## src/rtl/slot_pkg.sv

```systemverilog
// slot_payout shared types: FSM state, default payouts, reel value.
package slot_pkg;

  typedef enum logic [2:0] {
    S_IDLE,
    S_SPIN,
    S_WAIT,
    S_EVAL,
    S_PAY
  } slot_state_t;

  localparam int JACKPOT_DEF = 10;
  localparam int PAIR_DEF    = 2;

  typedef logic [3:0] reel_t;

endpackage

```

## src/rtl/slot_payout_if.sv

```systemverilog
// Coin hopper valid/ready handshake between slot_payout and the hopper.
interface slot_payout_if;

  logic coin_valid;
  logic coin_ready;

  modport master (
    output coin_valid,
    input  coin_ready
  );

  modport slave (
    input  coin_valid,
    output coin_ready
  );

endinterface

```

## src/rtl/slot_edge_det.sv

```systemverilog
// Registers running and emits one-cycle start/stop pulses.
module slot_edge_det (
  input  logic clk,
  input  logic rst,
  input  logic running,
  output logic start,
  output logic stop
);

  logic running_q;

  always_ff @(posedge clk or negedge rst) begin
    if (!rst) running_q <= 1'b0;
    else      running_q <= running;
  end

  assign start = running & ~running_q;
  assign stop  = ~running & running_q;

endmodule

```

## src/rtl/slot_payout.sv

```systemverilog
// Slot machine scorer: latches 3 reels, scores, pays coins to hopper.
// Define SLOT_PAYOUT_PAIR_EN to make two equal reels pay PAIR_COINS.
module slot_payout
  import slot_pkg::*;
#(
  parameter int WIDTH         = 4,
  parameter int CREDIT_W      = 8,
  parameter int JACKPOT_COINS = JACKPOT_DEF,
  parameter int PAIR_COINS    = PAIR_DEF
) (
  input  logic                clk,
  input  logic                rst,
  input  logic                running,
  input  logic [WIDTH-1:0]    reel_val,
  input  logic                coin_insert,
  slot_payout_if.master       hop,
  output logic [WIDTH-1:0]    reel0,
  output logic [WIDTH-1:0]    reel1,
  output logic [WIDTH-1:0]    reel2,
  output logic [CREDIT_W-1:0] credits,
  output logic                busy,
  output logic                win,
  output logic                jackpot
);

  localparam int PMAX =
    (JACKPOT_COINS > PAIR_COINS) ? JACKPOT_COINS : PAIR_COINS;
  localparam int PAY_W = $clog2(PMAX + 1);

  logic start;
  logic stop;

  slot_edge_det u_edge (
    .clk     (clk),
    .rst     (rst),
    .running (running),
    .start   (start),
    .stop    (stop)
  );

  slot_state_t         state, state_n;
  logic [1:0]          idx, idx_n;
  logic [PAY_W-1:0]    payout, pay_n;
  logic [WIDTH-1:0]    r0_n, r1_n, r2_n;
  logic [CREDIT_W-1:0] cred_n;
  logic                win_n, jp_n;
  logic                bet;
  logic                all3;
  logic                cv_q;

  assign all3 = (reel0 == reel1) && (reel1 == reel2);

`ifdef SLOT_PAYOUT_PAIR_EN
  logic pair;
  assign pair = (reel0 == reel1) || (reel1 == reel2) ||
                (reel0 == reel2);
`endif

  always_comb begin
    state_n = state;
    idx_n   = idx;
    pay_n   = payout;
    r0_n    = reel0;
    r1_n    = reel1;
    r2_n    = reel2;
    win_n   = win;
    jp_n    = jackpot;
    bet     = 1'b0;
    unique case (state)
      S_IDLE: begin
        if (start && credits != '0) begin
          bet     = 1'b1;
          r0_n    = '0;
          r1_n    = '0;
          r2_n    = '0;
          win_n   = 1'b0;
          jp_n    = 1'b0;
          idx_n   = 2'd0;
          state_n = S_SPIN;
        end
      end
      S_SPIN: begin
        if (stop) begin
          unique case (idx)
            2'd0:    r0_n = reel_val;
            2'd1:    r1_n = reel_val;
            default: r2_n = reel_val;
          endcase
          if (idx == 2'd2) begin
            state_n = S_EVAL;
          end else begin
            idx_n   = idx + 2'd1;
            state_n = S_WAIT;
          end
        end
      end
      S_WAIT: begin
        if (start) state_n = S_SPIN;
      end
      S_EVAL: begin
        if (all3) begin
          jp_n  = 1'b1;
          win_n = 1'b1;
          pay_n = PAY_W'(JACKPOT_COINS);
        end
`ifdef SLOT_PAYOUT_PAIR_EN
        else if (pair) begin
          win_n = 1'b1;
          pay_n = PAY_W'(PAIR_COINS);
        end
`endif
        else begin
          pay_n = '0;
        end
        state_n = (pay_n != '0) ? S_PAY : S_IDLE;
      end
      S_PAY: begin
        // coin_valid is high for the whole PAY state
        if (hop.coin_ready) begin
          pay_n = payout - 1'b1;
          if (payout == PAY_W'(1)) state_n = S_IDLE;
        end
      end
      default: state_n = S_IDLE;
    endcase
  end

  always_comb begin
    cred_n = credits;
    unique case ({coin_insert, bet})
      2'b10:   if (credits != '1) cred_n = credits + 1'b1;
      2'b01:   cred_n = credits - 1'b1;
      default: cred_n = credits;
    endcase
  end

  always_ff @(posedge clk or negedge rst) begin
    if (!rst) begin
      state   <= S_IDLE;
      idx     <= 2'd0;
      payout  <= '0;
      reel0   <= '0;
      reel1   <= '0;
      reel2   <= '0;
      credits <= '0;
      win     <= 1'b0;
      jackpot <= 1'b0;
      busy    <= 1'b0;
      cv_q    <= 1'b0;
    end else begin
      state   <= state_n;
      idx     <= idx_n;
      payout  <= pay_n;
      reel0   <= r0_n;
      reel1   <= r1_n;
      reel2   <= r2_n;
      credits <= cred_n;
      win     <= win_n;
      jackpot <= jp_n;
      busy    <= (state_n != S_IDLE);
      cv_q    <= (state_n == S_PAY);
    end
  end

  assign hop.coin_valid = cv_q;

endmodule

```

## src/flat_wrapper.sv

```systemverilog
// flat-port wrapper written by rule: the top's interface ports become plain ports
module slot_payout_flat import slot_pkg::*;
#(
  parameter int WIDTH         = 4,
  parameter int CREDIT_W      = 8,
  parameter int JACKPOT_COINS = JACKPOT_DEF,
  parameter int PAIR_COINS    = PAIR_DEF
)
  (clk, rst, running, reel_val, coin_insert, reel0, reel1, reel2, credits, busy, win, jackpot, hop_coin_valid, hop_coin_ready);
  slot_payout_if hop_i ();
  input  logic clk;
  input  logic rst;
  input  logic running;
  input  logic [WIDTH-1:0] reel_val;
  input  logic coin_insert;
  output logic [WIDTH-1:0] reel0;
  output logic [WIDTH-1:0] reel1;
  output logic [WIDTH-1:0] reel2;
  output logic [CREDIT_W-1:0] credits;
  output logic busy;
  output logic win;
  output logic jackpot;
  output wire logic [$bits(hop_i.coin_valid)-1:0] hop_coin_valid;
  input wire logic [$bits(hop_i.coin_ready)-1:0] hop_coin_ready;
  assign hop_coin_valid = hop_i.coin_valid;
  assign hop_i.coin_ready = hop_coin_ready;
  slot_payout #(.WIDTH(WIDTH), .CREDIT_W(CREDIT_W), .JACKPOT_COINS(JACKPOT_COINS), .PAIR_COINS(PAIR_COINS)) u_core (.clk(clk), .rst(rst), .running(running), .reel_val(reel_val), .coin_insert(coin_insert), .hop(hop_i), .reel0(reel0), .reel1(reel1), .reel2(reel2), .credits(credits), .busy(busy), .win(win), .jackpot(jackpot));
endmodule
```

## config.mk

```make
export PLATFORM = sky130hd
export DESIGN_NAME = slot_payout_flat
export DESIGN_NICKNAME = d
export VERILOG_FILES = /design/src/rtl/slot_pkg.sv /design/src/rtl/slot_payout_if.sv /design/src/rtl/slot_edge_det.sv /design/src/rtl/slot_payout.sv /design/src/flat_wrapper.sv
export SDC_FILE = /design/constraint.sdc
export NUM_CORES = 1
export LEC_CHECK = 0
export BUFFER_PORTS_ARGS = -buffer_cell sky130_fd_sc_hd__buf_2
export CORE_MARGIN = 3
export CORE_UTILIZATION = 40
export DETAILED_ROUTE_END_ITERATION = 10
export RECOVER_POWER = 100
export SLEW_MARGIN = 20
export SYNTH_ARGS = -nofsm -noshare
export SYNTH_HDL_FRONTEND = slang
export SYNTH_HIERARCHICAL = 1
export SYNTH_SLANG_ARGS = --single-unit
```

## constraint.sdc

```tcl
create_clock -name clk -period 3.8 [get_ports clk]
set_clock_uncertainty 0.05 [all_clocks]
set_input_delay 0.19 -clock clk [delete_from_list [all_inputs] [get_ports clk]]
set_output_delay 0.19 -clock clk [all_outputs]
set_load 0.03 [all_outputs]
```

==> run_summary.xml <==
<?xml version="1.0" encoding="UTF-8"?>
<metrics>
  <group name="route">
    <metric name="drt_pass1_iterations" unit="">4</metric>
    <metric name="drc" unit="">0</metric>
    <metric name="routed-via-count" unit="">1529</metric>
    <metric name="via_per_inst" unit="">5.75</metric>
    <metric name="drt_iter0_markers" unit="">138</metric>
    <metric name="route.final.wire_length" unit="um">4090</metric>
    <metric name="antenna_violating_nets_post_route" unit="">0</metric>
    <metric name="drt-wirelength-per-cell" unit="um">15.4</metric>
  </group>
  <group name="yosys">
    <metric name="yosysTopAreaCellShare" unit="%">45.1</metric>
    <metric name="postSynth.asyncResetShare" unit="%">100</metric>
    <metric name="netlist_instances" unit="">180</metric>
    <metric name="synth_sequential_area_ratio" unit="%">45.1</metric>
    <metric name="synth_area_leader_cell" unit="">sky130_fd_sc_hd__dfrtp_1</metric>
    <metric name="synth_area" unit="mm^2">0.00183</metric>
    <metric name="syn_avg_cell_area" unit="um^2">10.2</metric>
    <metric name="yosys_reg_bits" unit="">33</metric>
    <metric name="synth.area.top_cells" unit="">sky130_fd_sc_hd__dfrtp_1 45%, sky130_fd_sc_hd__a32o_1 4.4%, sky130_fd_sc_hd__ha_1 4.1%</metric>
    <metric name="post_synth_edffs" unit="">0</metric>
    <metric name="netlist-cell-type-count" unit="">54</metric>
    <metric name="yosys_warnings" unit="">6</metric>
    <metric name="postSynthNetCount" unit="">195</metric>
    <metric name="postSynth.topFlopCell" unit="">sky130_fd_sc_hd__dfrtp_1</metric>
  </group>
  <group name="outcome">
    <metric name="run_status" unit="">complete, but fails checks</metric>
    <metric name="failed_checks" unit="">capacitance limit, slew limit</metric>
  </group>
  <group name="cts">
    <metric name="worstSkewPairLatency" unit="ns">0.28</metric>
    <metric name="clk_transition_reported_paths" unit="ns">0.07</metric>
    <metric name="tritoncts" unit="">yes</metric>
    <metric name="numCtsBuffers" unit="">5</metric>
    <metric name="cts.htree.levels" unit="">2</metric>
    <metric name="clk_root_buffer_cell" unit="">sky130_fd_sc_hd__clkbuf_8</metric>
    <metric name="clk_path_buf_depth" unit="">2</metric>
    <metric name="cts_num_sinks" unit="">33</metric>
    <metric name="count_of_instances_resized_after_the_clock_tree_is_built" unit="">0</metric>
  </group>
  <group name="timing">
    <metric name="post-route-min-period" unit="ns">2.94</metric>
    <metric name="number_of_max_slew_violations_in_the_final_report" unit="">34</metric>
    <metric name="hold_violations" unit="">0</metric>
    <metric name="timing.setup.tns" unit="ns">0</metric>
    <metric name="rsz0062_at_grt" unit="">no</metric>
    <metric name="slew_headroom" unit="%">-16.8</metric>
    <metric name="max_slew.worst_pin.slew" unit="ns">1.75</metric>
    <metric name="setup_viol" unit="">0</metric>
    <metric name="fin_hold_ws" unit="ns">0.121</metric>
    <metric name="timing.fmax" unit="GHz">0.340</metric>
    <metric name="min_period_over_period" unit="%">77.3</metric>
  </group>
  <group name="layout">
    <metric name="final_cell_mix" unit="">33 x sky130_fd_sc_hd__dfrtp_1, 26 x sky130_fd_sc_hd__clkbuf_1, 13 x sky130_fd_sc_hd__nand2_1, 13 x sky130_fd_sc_hd__o21ai_0, 10 x sky130_fd_sc_hd__nand3_1</metric>
    <metric name="nFillCells" unit="">406</metric>
    <metric name="mostFrequentLayoutCell" unit="">sky130_fd_sc_hd__dfrtp_1</metric>
    <metric name="share_of_post_route_cells_with_drive_strength_above_1" unit="%">11.1</metric>
    <metric name="layout_overhead_on_the_synthesized_area" unit="%">15.0</metric>
    <metric name="n_antenna_cell" unit="">0</metric>
    <metric name="fin_nets" unit="">230</metric>
    <metric name="finalInstanceArea" unit="mm^2">0.00210</metric>
  </group>
  <group name="pwr">
    <metric name="worst_vdd_rail_ir_drop" unit="uV">269</metric>
    <metric name="netSwitchingPower" unit="uW">938</metric>
    <metric name="switching_share_of_power" unit="%">47.8</metric>
    <metric name="internal_pwr_total" unit="uW">1020</metric>
    <metric name="power_frac_comb" unit="%">47.6</metric>
    <metric name="p_per_area" unit="mW/mm^2">933</metric>
    <metric name="leakage" unit="uW">0.000914</metric>
    <metric name="power_frac_seq" unit="%">35.0</metric>
    <metric name="share_clk_of_total_power" unit="%">17.4</metric>
  </group>
  <group name="die">
    <metric name="placement_rows" unit="">23</metric>
    <metric name="initial_core_util" unit="%">43.6</metric>
    <metric name="floorplan.core_area" unit="mm^2">0.00420</metric>
    <metric name="pin_count" unit="">33</metric>
    <metric name="die_width" unit="um">73.7</metric>
    <metric name="design.die.area" unit="mm^2">0.00542</metric>
    <metric name="die_y" unit="um">73.7</metric>
  </group>
  <group name="placed_design">
    <metric name="io_buffer_count" unit="">32</metric>
    <metric name="routability_congestion_estimate" unit="">0.863</metric>
    <metric name="place_hpwl" unit="um">2960</metric>
    <metric name="placed_cell_area" unit="mm^2">0.00203</metric>
  </group>
  <group name="setup_path">
    <metric name="ff2ff_setup_slack" unit="ns">0.86</metric>
    <metric name="cp_data_arrival_time" unit="ns">3.09</metric>
    <metric name="crit_path_start_kind" unit="">flop</metric>
    <metric name="crit_fanout" unit="">8</metric>
    <metric name="required" unit="ns">3.95</metric>
    <metric name="critPathKind" unit="">flop to flop</metric>
    <metric name="worstSetupEndpointType" unit="">flop</metric>
  </group>
  <group name="global_route">
    <metric name="first_pass_grt_wire_length" unit="um">6930</metric>
    <metric name="globalRoute.busiestLayer" unit="">met2</metric>
    <metric name="grt_remaining_overflow" unit="">0</metric>
    <metric name="groute.layer.met2.usage" unit="%">27.5</metric>
    <metric name="grt_pass1_vias" unit="">1527</metric>
    <metric name="met1_usage" unit="%">20.0</metric>
    <metric name="grtUsageTotal" unit="%">16.3</metric>
    <metric name="gr-usage-met3" unit="%">4.24</metric>
    <metric name="grt_start_max_net_pins" unit="">34</metric>
    <metric name="initial_antenna_violation_count" unit="">0</metric>
  </group>
  <group name="run">
    <metric name="max_cap_viol_count" unit="">1</metric>
  </group>
  <group name="worst_hold_path">
    <metric name="hold_path_class" unit="">primary input to flop</metric>
  </group>
</metrics>
cell type report:
cell class                 count  area (um^2)  area share (%)
clock buffer                   6         82.6            3.92
clock inverter                 2         37.5            1.78
inverter                       9         33.8            1.61
multi-input combinational    131          907            43.1
sequential                    33          826            39.2
tap                           50         62.6            2.97
timing repair buffer          35          155            7.37
power groups by stage:
| stage | Sequential [uW] | Clock [uW] | Combinational (uW) |
|---|---|---|---|
| 5_1_grt | 714 | 368 | 1030 |
| 3_3_place_gp | 677 | 0 | 964 |
| 4_1_cts | 682 | 351 | 991 |
| 2_1_floorplan | 841 | 0 | 548 |
| 3_5_place_dp | 689 | 0 | 984 |
| 6_report | 686 | 341 | 935 |
cell families (layout without fill, tap and decap cells):
| group | count (synthesis) | after routing | share of synthesized area, % |
|---|---|---|---|
| AO/OA/AOI/OAI | 47 | 47 | 20.2 |
| XOR/XNOR | 7 | 7 | 3.35 |
| adder cells (fa/ha/maj) | 6 | 6 | 4.10 |
| buffers and inverters | 16 | 52 | 3.69 |
| flip-flops | 33 | 33 | 45.1 |
| multiplexers | 2 | 2 | 1.16 |
| AND/OR/NAND/NOR | 69 | 69 | 22.4 |
what timing repair did:
| action | CTS | global route |
|---|---|---|
| endpoints found under the hold margin | 34 | 0 |
| setup buffers | 0 | 0 |
| hold buffers | 2 | 0 |
sequential cells by signal, indices dropped and copies added (netlist names), 2 cells and up:
register and count:
u_core/payout 4, u_core/reel2 4, u_core/reel1 4, u_core/reel0 4, u_core/credits 8, u_core/state 3, u_core/idx 2
synth_stat cells (2+ instances only):
library cell               instances
sky130_fd_sc_hd__and3_1            4
sky130_fd_sc_hd__nand3_1           9
sky130_fd_sc_hd__or3_2             2
sky130_fd_sc_hd__nand2b_1          3
sky130_fd_sc_hd__o21ai_0          13
sky130_fd_sc_hd__a21oi_1           6
sky130_fd_sc_hd__ha_1              6
sky130_fd_sc_hd__inv_1             9
sky130_fd_sc_hd__a32o_1            8
sky130_fd_sc_hd__and2_1            2
sky130_fd_sc_hd__and3_2            2
sky130_fd_sc_hd__nand2_1          13
sky130_fd_sc_hd__or3_1             3
sky130_fd_sc_hd__xor2_1            6
sky130_fd_sc_hd__o22ai_1           3
sky130_fd_sc_hd__nor3_1            6
sky130_fd_sc_hd__nor2b_1           4
sky130_fd_sc_hd__buf_2             2
sky130_fd_sc_hd__nor3b_1           3
sky130_fd_sc_hd__dfrtp_1          33
sky130_fd_sc_hd__nor2_1            8
sky130_fd_sc_hd__clkbuf_1          3
worst paths after layout:
check / to / from / depth (start not counted)
worst min register to register: u_core/jackpot$_DFFE_PN0P_ / u_core/jackpot$_DFFE_PN0P_ / 2
min in group asynchronous: u_core/reel2[0]$_DFFE_PN0P_ / rst / 2
max in group asynchronous: u_core/credits[3]$_DFFE_PN0P_ / rst / 2
worst max-delay path: u_core/credits[4]$_DFFE_PN0P_ / u_core/credits[3]$_DFFE_PN0P_ / 7
worst max register to register: u_core/credits[4]$_DFFE_PN0P_ / u_core/credits[3]$_DFFE_PN0P_ / 7
worst min-delay path: u_core/reel2[3]$_DFFE_PN0P_ / reel_val[3] / 3
critical path, stage by stage, from the launching register on:
cell and delay [ns]:
sky130_fd_sc_hd__dfrtp_1 0.46, sky130_fd_sc_hd__or4_1 0.68, sky130_fd_sc_hd__o311ai_2 0.43, sky130_fd_sc_hd__xnor2_1 0.11, sky130_fd_sc_hd__ha_1 0.22, sky130_fd_sc_hd__or4_1 0.52, sky130_fd_sc_hd__o22ai_1 0.20, sky130_fd_sc_hd__xor2_1 0.18
metal layers:
| metal | vias to the layer above | part of all wire [%] |
|---|---|---|
| li1 | 739 | - |
| met1 | 737 | 44 |
| met2 | 45 | 49 |
| met3 | 8 | 5.4 |
| met4 | 0 | 1.6 |
| met5 | - | 0 |
per-stage QoR:
stage                     total power, uW  utilization, %  setup WS, ns  cells
after CTS                            2020            51.6         0.905    266
final                                1960            50.1         0.861    266
after floorplan                      1390               -          1.02    180
after global routing                 2110            50.1         0.733    266
after global placement               1640            48.2          1.08    256
after detailed placement             1670            48.2         0.962    256
Power figures use the tool's default switching activity.
